### src/rtl/sdc_pkg.sv
// Shared definitions for the SD-card write path: sequencer states,
// per-lane tick arithmetic and framing tick counts.
package sdc_pkg;

  typedef enum logic [2:0] {
    ST_IDLE,
    ST_START,
    ST_DATA,
    ST_CRC,
    ST_STOP,
    ST_BUSY
  } state_e;

  // Framing bits occupy one tick each on every lane.
  localparam int unsigned START_TICKS = 1;
  localparam int unsigned STOP_TICKS  = 1;

  // Ticks needed to move one byte across the active lanes.
  function automatic int unsigned tpb(input int unsigned bus_width);
    return 8 / bus_width;
  endfunction

  // Ticks needed for the whole payload of one block.
  function automatic int unsigned data_ticks(input int unsigned bus_width,
                                             input int unsigned block_bytes);
    return block_bytes * tpb(bus_width);
  endfunction

endpackage

### src/rtl/sdc_tick_counter.sv
// Up-counter with enable and synchronous clear; clear has priority.
module sdc_tick_counter #(
  parameter int unsigned WIDTH = 8
) (
  input  logic             clk_i,
  input  logic             rst_ni,
  input  logic             en_i,
  input  logic             clr_i,
  output logic [WIDTH-1:0] cnt_o
);

  logic [WIDTH-1:0] cnt_q;

  // Count enabled ticks; clear wins over enable.
  always_ff @(posedge clk_i or negedge rst_ni) begin
    if (!rst_ni)    cnt_q <= '0;
    else if (clr_i) cnt_q <= '0;
    else if (en_i)  cnt_q <= cnt_q + WIDTH'(1);
  end

  assign cnt_o = cnt_q;

endmodule

### src/rtl/sdc_block_sequencer.sv
// Bit/byte/block sequencer for the SD-card write path: frames each block as
// start bit, payload, CRC and stop bit, then waits for card busy to clear.
module sdc_block_sequencer
  import sdc_pkg::*;
#(
  parameter int unsigned BUS_WIDTH   = 1,
  parameter int unsigned BLOCK_BYTES = 512,
  parameter int unsigned CRC_BITS    = 16
) (
  input  logic        clk,
  input  logic        resetN,
  input  logic        start,
  input  logic [15:0] numBlocks,
  input  logic        advance,
  input  logic        abort,
  input  logic        busyLine,
  output logic        shift,
  output logic        load,
  output logic        byteDone,
  output logic        startBit,
  output logic        dataPhase,
  output logic        crcPhase,
  output logic        stopBit,
  output logic        blockDone,
  output logic        allDone,
  output logic        aborted,
  output logic        active,
  output logic [15:0] blocksSent
);

  localparam int unsigned TPB        = tpb(BUS_WIDTH);
  localparam int unsigned DATA_TICKS = data_ticks(BUS_WIDTH, BLOCK_BYTES);
  localparam int unsigned MAX_TICKS  = (DATA_TICKS > CRC_BITS) ? DATA_TICKS : CRC_BITS;
  localparam int unsigned TC_W       = (MAX_TICKS > 1) ? $clog2(MAX_TICKS) : 1;

  localparam logic [TC_W-1:0] DATA_LAST = TC_W'(DATA_TICKS - 1);
  localparam logic [TC_W-1:0] CRC_LAST  = TC_W'(CRC_BITS - 1);
  localparam logic [TC_W-1:0] BYTE_MASK = TC_W'(TPB - 1);

  state_e      state_q, state_d;
  logic [15:0] blocks_q, blocks_d;
  logic [15:0] count_q, count_d;
  logic        aborted_q, aborted_d;
  logic        all_done_q, all_done_d;
  logic [TC_W-1:0] tc;
  logic        tc_en, tc_clr;
  logic        byte_last;

  // tc restarts on every state change and only counts inside DATA/CRC.
  assign tc_en  = advance & ((state_q == ST_DATA) | (state_q == ST_CRC));
  assign tc_clr = (state_d != state_q);

  sdc_tick_counter #(
    .WIDTH(TC_W)
  ) u_tc (
    .clk_i (clk),
    .rst_ni(resetN),
    .en_i  (tc_en),
    .clr_i (tc_clr),
    .cnt_o (tc)
  );

  // State, block bookkeeping and the registered completion pulse.
  always_ff @(posedge clk or negedge resetN) begin
    if (!resetN) begin
      state_q    <= ST_IDLE;
      blocks_q   <= '0;
      count_q    <= '0;
      aborted_q  <= 1'b0;
      all_done_q <= 1'b0;
    end else begin
      state_q    <= state_d;
      blocks_q   <= blocks_d;
      count_q    <= count_d;
      aborted_q  <= aborted_d;
      all_done_q <= all_done_d;
    end
  end

  // Next-state: start only from IDLE, abort from anywhere else, BUSY ignores advance.
  always_comb begin
    state_d    = state_q;
    blocks_d   = blocks_q;
    count_d    = count_q;
    aborted_d  = aborted_q;
    all_done_d = 1'b0;
    if (state_q == ST_IDLE) begin
      if (start) begin
        state_d   = ST_START;
        count_d   = (numBlocks == '0) ? 16'd1 : numBlocks;
        blocks_d  = '0;
        aborted_d = 1'b0;
      end
    end else if (abort) begin
      state_d    = ST_IDLE;
      aborted_d  = 1'b1;
      all_done_d = 1'b1;
    end else begin
      case (state_q)
        ST_START: if (advance) state_d = ST_DATA;
        ST_DATA:  if (advance && tc == DATA_LAST) state_d = ST_CRC;
        ST_CRC:   if (advance && tc == CRC_LAST) state_d = ST_STOP;
        ST_STOP: begin
          if (advance) begin
            state_d  = ST_BUSY;
            blocks_d = blocks_q + 16'd1;
          end
        end
        ST_BUSY: begin
          if (busyLine) begin
            if (blocks_q < count_q) begin
              state_d = ST_START;
            end else begin
              state_d    = ST_IDLE;
              all_done_d = 1'b1;
            end
          end
        end
        default: state_d = ST_IDLE;
      endcase
    end
  end

  assign byte_last = ((tc & BYTE_MASK) == BYTE_MASK);

  assign startBit   = (state_q == ST_START);
  assign dataPhase  = (state_q == ST_DATA);
  assign crcPhase   = (state_q == ST_CRC);
  assign stopBit    = (state_q == ST_STOP);
  assign active     = (state_q != ST_IDLE);
  assign shift      = advance & (startBit | dataPhase | crcPhase | stopBit);
  assign load       = advance & (startBit | (dataPhase & byte_last & (tc != DATA_LAST)));
  assign byteDone   = advance & dataPhase & byte_last;
  assign blockDone  = advance & stopBit;
  assign allDone    = all_done_q;
  assign aborted    = aborted_q;
  assign blocksSent = blocks_q;

endmodule

### config.mk
export PLATFORM = sky130hd
export DESIGN_NAME = sdc_block_sequencer
export DESIGN_NICKNAME = d
export VERILOG_FILES = /design/src/rtl/sdc_pkg.sv /design/src/rtl/sdc_tick_counter.sv /design/src/rtl/sdc_block_sequencer.sv
export SDC_FILE = /design/constraint.sdc
export NUM_CORES = 1
export LEC_CHECK = 0
export CORE_ASPECT_RATIO = 1.75
export CORE_UTILIZATION = 45
export DETAILED_ROUTE_END_ITERATION = 10
export DONT_BUFFER_PORTS = 1
export GPL_ROUTABILITY_DRIVEN = 0
export PLACE_DENSITY = 0.6
export SETUP_SLACK_MARGIN = 0.2
export SYNTH_ARGS = -nofsm -noshare
export SYNTH_HDL_FRONTEND = slang
export SYNTH_HIERARCHICAL = 1
export SYNTH_SLANG_ARGS = --single-unit
### constraint.sdc
create_clock -name clk -period 6.8 [get_ports clk]
set_input_delay 1.36 -clock clk [delete_from_list [all_inputs] [get_ports clk]]
set_output_delay 1.36 -clock clk [all_outputs]
set_load 0.1 [all_outputs]
==> results.yml, run 1 <==
outcome:
  status: "finished clean"
global_route:
  overflow: 0
  grtUsageMet3_pct: 4.55
  busiest_layer: "met2"
  globalRouteMet1Util_pct: 22.2
  grt_util_all_layers_pct: 20.6
  first_global_vias: 2271
  grt_first_pass_wirelength_um: 11100
  antenna_found_initial: 0
  grt_use_met2_pct: 37.7
  grt_max_degree: 50
finish:
  final_common_cell: "dfrtp_1"
  fin_nets: 355
  drive_above_1_share_pct: 11.7
  nFillCells: 606
  diodes: 0
  finalCoreUtilization_pct: 50.1
  layout_common_cells: "dfrtp_1, nand2_1, nor2_1, o21ai_0, inv_1"
  syn2layout_area_growth_pct: 7.70
sta:
  rsz0062_at_grt: "false"
  slew_viol_final: 0
  fin_crit_sh_pct: 64.2
  worst_slack_ns: 2.44
  worstMarginPinSlew_ns: 1.08
  tns_ns: 0
  final_hold_viol_count: 0
  clock.fmax_mhz: 229
  slew_headroom_pct: 26.3
  finalCriticalPeriod_ns: 4.36
  fin_worst_skew_ns: 0.00312
  setup_viol: 0
worst_setup_path:
  arrival_ns: 3.00
  required_ns: 5.44
  critPathLaunchType: "flop"
  critical_path.slowest_cell: "and3_1"
  slowest_delay_ns: 0.94
  cp-startpoint: "state_q[2]"
  crit_type: "flop to primary output"
  cp_cell_sequence: "nor3_1 > inv_1 > and3_1"
  r2r-start: "state_q[1]"
  endpoint_kind: "primary output"
  crit_path_max_fanout: 21
synth:
  synth_mux_area_share_pct: 2.07
  synthTopCellsByArea: "dfrtp_1, ha_1, nand2_1, o21ai_0, nor2_1"
  yosysTopAreaCell: "dfrtp_1"
  synth_top_cell_area_share_pct: 40.6
  yosysWarnings: 6
  synth_compound_area_share_pct: 13.2
  synth_top_family_by_area: "simple AND/OR/NAND/NOR gates"
  syn_area_um2: 3020
  synth_cell_types: 59
  syn_nets: 360
  syn_inst: 321
  ys_seq_elements: 49
  yosys.area_share.xor_xnor_pct: 5.51
  synthAdderAreaFrac_pct: 7.04
  yosys.area_share.simple_pct: 25.2
  ys_seq_area_share_pct: 40.6
  avgSynthCellArea_um2: 9.41
placed_design:
  place_ws_ns: 2.60
  hpwl_um: 5050
  io_buffers: 0
detailed_routing:
  drt-total-wl_um: 6810
  drt-initial-drc-count: 122
  routedWlPerCell_um: 17.1
  drc_errors: 0
  ant_nets: 0
  routed_via_density: 5.64
  drt-pass1-iter-count: 4
  num_vias: 2249
floorplan:
  coreArea_um2: 6490
  die_h_um: 110
  initial_core_util_pct: 46.6
  die_area_um2: 7060
  num_rows: 39
  io-pin-count: 49
  die_w_um: 63.9
clocking:
  ctsHoldBuffers: 0
  path_clk_slew_ns: 0.07
  tritoncts: "done"
  cts-root-buf: "clkbuf_16"
  ctsLongestPathBuffers: 2
  postCtsSetupRepairBufs: 0
  cts_resized: 0
  numClockSinks: 49
  cts.htree.levels: 2
  clk_latency_ns: 0.29
  numCtsBuffers: 5
power_and_ir_drop:
  power_density_nw_per_um2: 241
  p_leak_nw: 1.43
  peakVddDrop_v: 0.000143
hold_path:
  hold_path_class: "flop to flop"
  hold_start: "count_q[12]"
flow_run:
  cap_violations: 0
-- through the flow --
stage          hold WS, ns  area (um2)  cells  total power [mW]
3_5_place_dp         0.536        3090    391             0.508
2_1_floorplan        0.496        3020    321             0.483
6_report             0.545        3250    399             0.785
3_3_place_gp         0.532        3090    391             0.504
5_1_grt              0.573        3250    399             0.823
4_1_cts              0.555        3250    399             0.795
-- path summary, 6_finish.rpt --
path | cells past startpoint | endpoint | slack, ns
max | 3 | shift | 2.44
min | 2 | count_q[12] | 0.55
max reg2reg | 9 | u_tc/cnt_o[11] | 2.74
min reg2reg | 2 | count_q[12] | 0.55
max in group asynchronous | 0 | u_tc/cnt_o[5] | 5.94
min in group asynchronous | 0 | blocksSent[13] | 0.76
-- layer usage --
layer  vias up  wire length (um)
met2        52              3780
met4         0               118
met1      1088              2600
met3         8               307
met5         -                 0
li1       1101                 -
-- kinds of logic (layout without fill, tap and decap cells) --
| logic type | count (synthesis) | in the layout |
|---|---|---|
| adders and majority gates | 17 | 17 |
| DFF | 49 | 49 |
| buffers and inverters | 36 | 32 |
| muxes | 6 | 6 |
| xor gates and xnor gates | 19 | 19 |
| and+or+nand+nor | 135 | 135 |
| AOI/OAI and AO/OA | 59 | 59 |
-- flip-flops by register name (all words and copies together) (netlist names) --
signal / count
blocksSent: 16
count_q: 16
u_tc/cnt_o: 12
state_q: 3
aborted: 1
allDone: 1
-- cells in the mapped netlist, drive strengths merged --
cell,n
nor4,4
or3,6
and4,3
o32ai,1
xor2,11
clkbuf,5
nand3,8
a211oi,1
o22a,1
nand2b,5
nand2,34
a2111oi,3
o211ai,3
mux2i,4
xnor2,8
nor2b,9
o2111ai,1
a21o,3
and2,4
nor3,9
a41oi,1
a32oi,1
nand4,10
o21ai,23
and2b,1
a21oi,16
nor3b,4
a221oi,1
nand3b,2
o21a,2
mux2,2
a22oi,1
o31ai,1
or4,2
nor2,29
ha,17
dfrtp,49
buf,10
and3b,1
and3,4
inv,21
-- area by class of cell --
type | instances | area [um2] | share of cell area [%]
tap | 82 | 103 | 3.15
clock buffer | 5 | 125 | 3.84
timing repair buffer | 3 | 57.6 | 1.77
sequential | 49 | 1230 | 37.7
multi-input combinational | 236 | 1620 | 49.8
clock inverter | 3 | 43.8 | 1.35
inverter | 21 | 78.8 | 2.42
-- where the power goes --
part	switching [mW]	total (mW)	internal [mW]
clock	0.110	0.284	0.174
combinational	0.102	0.145	0.0433
sequential	0.0361	0.355	0.319
total	0.248	0.785	0.537
-- critical path: cells and delay by family, from the launching register on --
family | cells | cell delay, ns
buffers and inverters | 1 | 0.71
DFF | 1 | 0.83
and+or+nand+nor | 2 | 1.16
No activity file was read; power rests on OpenSTA's default activity.
==> inputs of run 2 (changes only) <==
- PLACE_DENSITY: 0.6 -> 0.62
- clock period: 6.8 -> 4 ns (I/O delays scaled with it)
==> run 2 against run 1 <==
Net effect:
- worst setup slack lost 1.5 ns
- sequential share of layout area is 1.2 points lower
- critical path depth increased by 8
- count of clock-buffer cells in the layout unchanged
- register-to-register slack got worse by 1.8 ns
- cell count grew 4.5%
- utilization is 1.7 points higher
- sequential power up 66%
- non-clock buffer count rose by 19
- worst hold slack worse by 0.34 ns
- via count increased by 3.9%
==> results.yml, run 2 (same netlist as run 1, synthesis figures left out) <==
outcome:
  status: "finished clean"
floorplan:
  num_rows: 39
  io-pin-count: 49
  die_h_um: 110
  initial_core_util_pct: 46.6
  die_area_um2: 7060
  die_w_um: 63.9
  coreArea_um2: 6490
sta:
  worst_slack_ns: 0.956
  fin_crit_sh_pct: 76.1
  finalCriticalPeriod_ns: 3.04
  slew_viol_final: 0
  slew_headroom_pct: 29.8
  fin_worst_skew_ns: 0.00480
  tns_ns: 0
  worstMarginPinSlew_ns: 1.05
  final_hold_viol_count: 0
  rsz0062_at_grt: "false"
  setup_viol: 0
  whs_ns: 0.203
  clock.fmax_mhz: 329
clocking:
  clk_latency_ns: 0.29
  ctsHoldBuffers: 0
  path_clk_slew_ns: 0.06
  tritoncts: "done"
  postCtsSetupRepairBufs: 0
  ctsLongestPathBuffers: 2
  cts-root-buf: "clkbuf_16"
  numCtsBuffers: 5
  numClockSinks: 49
  cts.htree.levels: 2
  cts_resized: 0
worst_setup_path:
  critPathLaunchType: "flop"
  required_ns: 4.21
  crit_type: "flop to flop"
  crit_path_max_fanout: 17
  critPathBufInv: 2
  critPathTopFamily: "simple AND/OR/NAND/NOR gates"
  critical_path.slowest_cell: "or4_1"
  cpMostUsedCell: "buf_4"
  endpoint_kind: "flop"
  cp_cell_sequence: "buf_4 > nor2b_4 > and2_4 > nor2b_1 > nor3_2 > a2111oi_2 > mux2i_1 > buf_4 > o211ai_1 > or4_1 > a21oi_1"
  slowest_delay_ns: 0.51
  arrival_ns: 3.26
global_route:
  grt_util_all_layers_pct: 20.4
  first_global_vias: 2395
  grt_first_pass_wirelength_um: 11200
  overflow: 0
  grt_max_degree: 50
  antenna_found_initial: 0
detailed_routing:
  drt-initial-drc-count: 105
  num_vias: 2336
  drc_errors: 0
  drt-pass1-iter-count: 4
  ant_nets: 0
  routedWlPerCell_um: 16.2
  drt-total-wl_um: 6750
  routed_via_density: 5.60
power_and_ir_drop:
  power_density_nw_per_um2: 394
  peakVddDrop_v: 0.000206
  p_leak_nw: 1.52
finish:
  syn2layout_area_growth_pct: 11.4
  fin_nets: 374
  layout_common_cells: "dfrtp_1, nand2_1, nor2_1, o21ai_0, buf_4"
  final_common_cell: "dfrtp_1"
  diodes: 0
  final-instance-count-excl-fill: 417
  drive_above_1_share_pct: 16.4
  fin_area_um2: 3370
placed_design:
  place_ws_ns: 0.987
  post-place-cells: 410
  hpwl_um: 5060
  dpl-instance-area_um2: 3210
  io_buffers: 0
hold_path:
  hold_path_class: "primary input to asynchronous set/reset pin"
flow_run:
  cap_violations: 0
## run 2: report_power, final
part           switching, mW  internal (mW)  total [mW]  leakage (nW)
Clock                  0.175          0.290       0.465        0.0797
Combinational          0.187         0.0856       0.273         0.788
Sequential            0.0467          0.543       0.590         0.652
Total                  0.409          0.919        1.33          1.52
## run 2: area by class of cell
cell class / instances / area, um2
multi-input cells: 236 / 1630
flip-flops and latches: 49 / 1230
clock buffers: 5 / 125
clock inverters: 2 / 35.0
fillers: 604 / 3120
repair buffers: 22 / 165
well taps: 82 / 103
inverters: 21 / 78.8
## run 2: worst register-to-register path, cell delays in order (launching register included)
cell       delay, ns
dfrtp_1         0.32
buf_4           0.23
nor2b_4         0.21
and2_4          0.35
nor2b_1         0.20
nor3_2          0.06
a2111oi_2       0.30
mux2i_1         0.23
buf_4           0.21
o211ai_1        0.20
or4_1           0.51
a21oi_1         0.15
## run 2: worst paths after layout
kind / slack, ns / cells after the start / endpoint / startpoint
min reg2reg: 0.54 / 2 / count_q[10] / count_q[10]
max: 0.96 / 11 / u_tc/cnt_o[11] / state_q[1]
max reg2reg: 0.96 / 11 / u_tc/cnt_o[11] / state_q[1]
max in group asynchronous: 3.70 / 0 / u_tc/cnt_o[3] / resetN
min: 0.20 / 0 / count_q[1] / resetN
min in group clk: 0.54 / 2 / count_q[10] / count_q[10]
## run 2: per-stage QoR
stage / utilization, % / power (mW)
floorplan: - / 0.823
global placement: 49.4 / 0.866
detailed placement: 49.4 / 0.874
CTS: 51.9 / 1.34
global route: 51.9 / 1.40
finish: 51.9 / 1.33
## run 2: routing by layer
metal	vias up	track usage [%]	part of all wire, %
met3	11	4.03	3.8
met2	50	37.6	54
met1	1132	22.0	40
met5	-	0	0
li1	1143	-	-
met4	0	8.18	2.5
==> inputs of run 3 (changes only) <==
- clock period: 4 -> 2.6 ns (I/O delays scaled with it)
==> run 3 against run 2 <==
Net effect:
- utilization is 4.0 points higher
- cell count is 5.5% higher
- critical endpoint unchanged
- largest cell class unchanged
- worst setup slack worse by 0.87 ns
- largest power group unchanged
- via count is 3.5% higher
- count of clock-buffer cells in the layout is 1 higher
==> results.yml, run 3 (same netlist as run 1, synthesis figures left out) <==
power_and_ir_drop:
  swShare_pct: 33.3
  p_clk_share_pct: 31.8
  p_seq_share_pct: 44.9
  combPwrFrac_pct: 23.3
  peakVddDrop_v: 0.000256
  power_mw: 2.03
  p_sw_uw: 674
  power_density_nw_per_um2: 558
  internal_power_mw: 1.35
  p_leak_nw: 1.66
placed_design:
  hpwl_um: 5390
  post-place-cells: 430
  place_ws_ns: -0.00337
  io_buffers: 0
clocking:
  numClockSinks: 49
  ctsLongestPathBuffers: 2
  tritoncts: "done"
  path_clk_slew_ns: 0.07
  numCtsBuffers: 5
  clk_latency_ns: 0.29
  cts.htree.levels: 2
  cts-root-buf: "clkbuf_16"
finish:
  final_common_cell: "dfrtp_1"
  register_area_um2: 1230
  multi_input_area_um2: 1690
  diodes: 0
  final-instance-count-excl-fill: 440
  fin_nets: 396
  syn2layout_area_growth_pct: 20.0
  nFillCells: 581
  drive_above_1_share_pct: 24.0
  layout_common_cells: "dfrtp_1, buf_4, nand2_1, nor2_1, o21ai_0"
detailed_routing:
  num_vias: 2417
  routed_via_density: 5.49
  ant_nets: 0
  drc_errors: 0
  drt-pass1-iter-count: 4
  routedWlPerCell_um: 16.5
  drt-initial-drc-count: 82
  drt-total-wl_um: 7260
hold_path:
  hold_path_class: "primary input to asynchronous set/reset pin"
floorplan:
  io-pin-count: 49
  initial_core_util_pct: 46.6
  die_h_um: 110
  die_area_um2: 7060
  die_w_um: 63.9
  num_rows: 39
  coreArea_um2: 6490
worst_setup_path:
  endpoint_kind: "flop"
  reg2reg_depth: 9
  crit_path_max_fanout: 2
  r2r_slack_ns: 0.08
  crit_type: "flop to flop"
  critPathLaunchType: "flop"
  r2r-start: "u_tc/cnt_o[9]"
  required_ns: 2.82
  r2r-end: "u_tc/cnt_o[11]"
  arrival_ns: 2.74
  cp-startpoint: "u_tc/cnt_o[9]"
global_route:
  antenna_found_initial: 0
  grt_max_degree: 50
  grt_util_all_layers_pct: 22.4
  grt_first_pass_wirelength_um: 12200
  first_global_vias: 2604
  overflow: 0
sta:
  slew_headroom_pct: 39.8
  clock.fmax_mhz: 397
  rsz0062_at_grt: "true"
  final_hold_viol_count: 0
  setup_viol: 0
  worst_slack_ns: 0.0832
  whs_ns: 0.0774
  slew_viol_final: 0
  finalCriticalPeriod_ns: 2.52
  fin_worst_skew_ns: 0.00387
  fin_crit_sh_pct: 96.8
  worstMarginPinSlew_ns: 0.903
flow_run:
  cap_violations: 0
outcome:
  status: "finished clean"
-- run 3: cell types whose count changed in the layout (fill, tap and decap cells not counted), moves of 2 or more --
cell	delta
buf_12	+3
nor3_1	-5
nor3_2	+4
buf_4	+18
clkinvlp_4	+2
-- run 3: how the worst max path moves through the flow --
stage | end | slack [ns] | cells after the start
after global routing | u_tc/cnt_o[11] | -0.08 | 10
after detailed placement | u_tc/cnt_o[11] | -0.003 | 9
final | u_tc/cnt_o[11] | 0.08 | 9
after global placement | u_tc/cnt_o[11] | 0.08 | 9
after floorplan | u_tc/cnt_o[11] | -0.13 | 10
after CTS | u_tc/cnt_o[9] | 0.06 | 11
-- run 3: layout make-up --
cell class / count / share of cell area [%]
Sequential cell: 49 / 33.8
Inverter: 21 / 2.17
Timing Repair Buffer: 44 / 10.7
Clock inverter: 2 / 0.414
Tap cell: 82 / 2.83
Multi-Input combinational cell: 236 / 46.5
Clock buffer: 6 / 3.55
-- run 3: metrics by stage --
step | area [um2] | utilization [%] | TNS, ns
2_1_floorplan | 3050 | - | -0.237
3_3_place_gp | 3400 | 52.3 | 0
3_5_place_dp | 3400 | 52.3 | -0.00337
4_1_cts | 3600 | 55.4 | 0
5_1_grt | 3630 | 55.9 | -0.264
6_report | 3630 | 55.9 | 0
-- run 3: critical path, stage by stage, from the launching register on --
cell and delay [ns]:
dfrtp_1 0.38, or4_4 0.55, nor4_4 0.27, nor2b_2 0.07
nor3_2 0.20, a2111oi_4 0.07, mux2i_1 0.21, o211ai_1 0.14
or4_1 0.41, a21oi_1 0.14
-- run 3: power groups by stage --
stage | clock network [mW] | logic (mW) | registers (mW)
finish | 0.644 | 0.473 | 0.909
global placement | 0 | 0.441 | 0.921
CTS | 0.660 | 0.471 | 0.910
floorplan | 0 | 0.355 | 0.914
detailed placement | 0 | 0.448 | 0.925
global route | 0.694 | 0.529 | 0.916
-- run 3: routing by layer --
metal	track usage, %	vias up	share of wire [%]
met5	0	-	0
met4	10.8	0	3.4
met3	4.03	16	3.5
met2	41.1	52	55
met1	23.7	1162	38
li1	-	1187	-
-- run 3: repair_timing --
item | 4_1_cts | 5_1_grt
buffers inserted | 1 | 0
gates resized for setup | 4 | 5
setup endpoints to repair | 4 | 6
hold buffers | 1 | 0
pin swaps | 7 | 4
endpoints found under the hold margin | 49 | 0
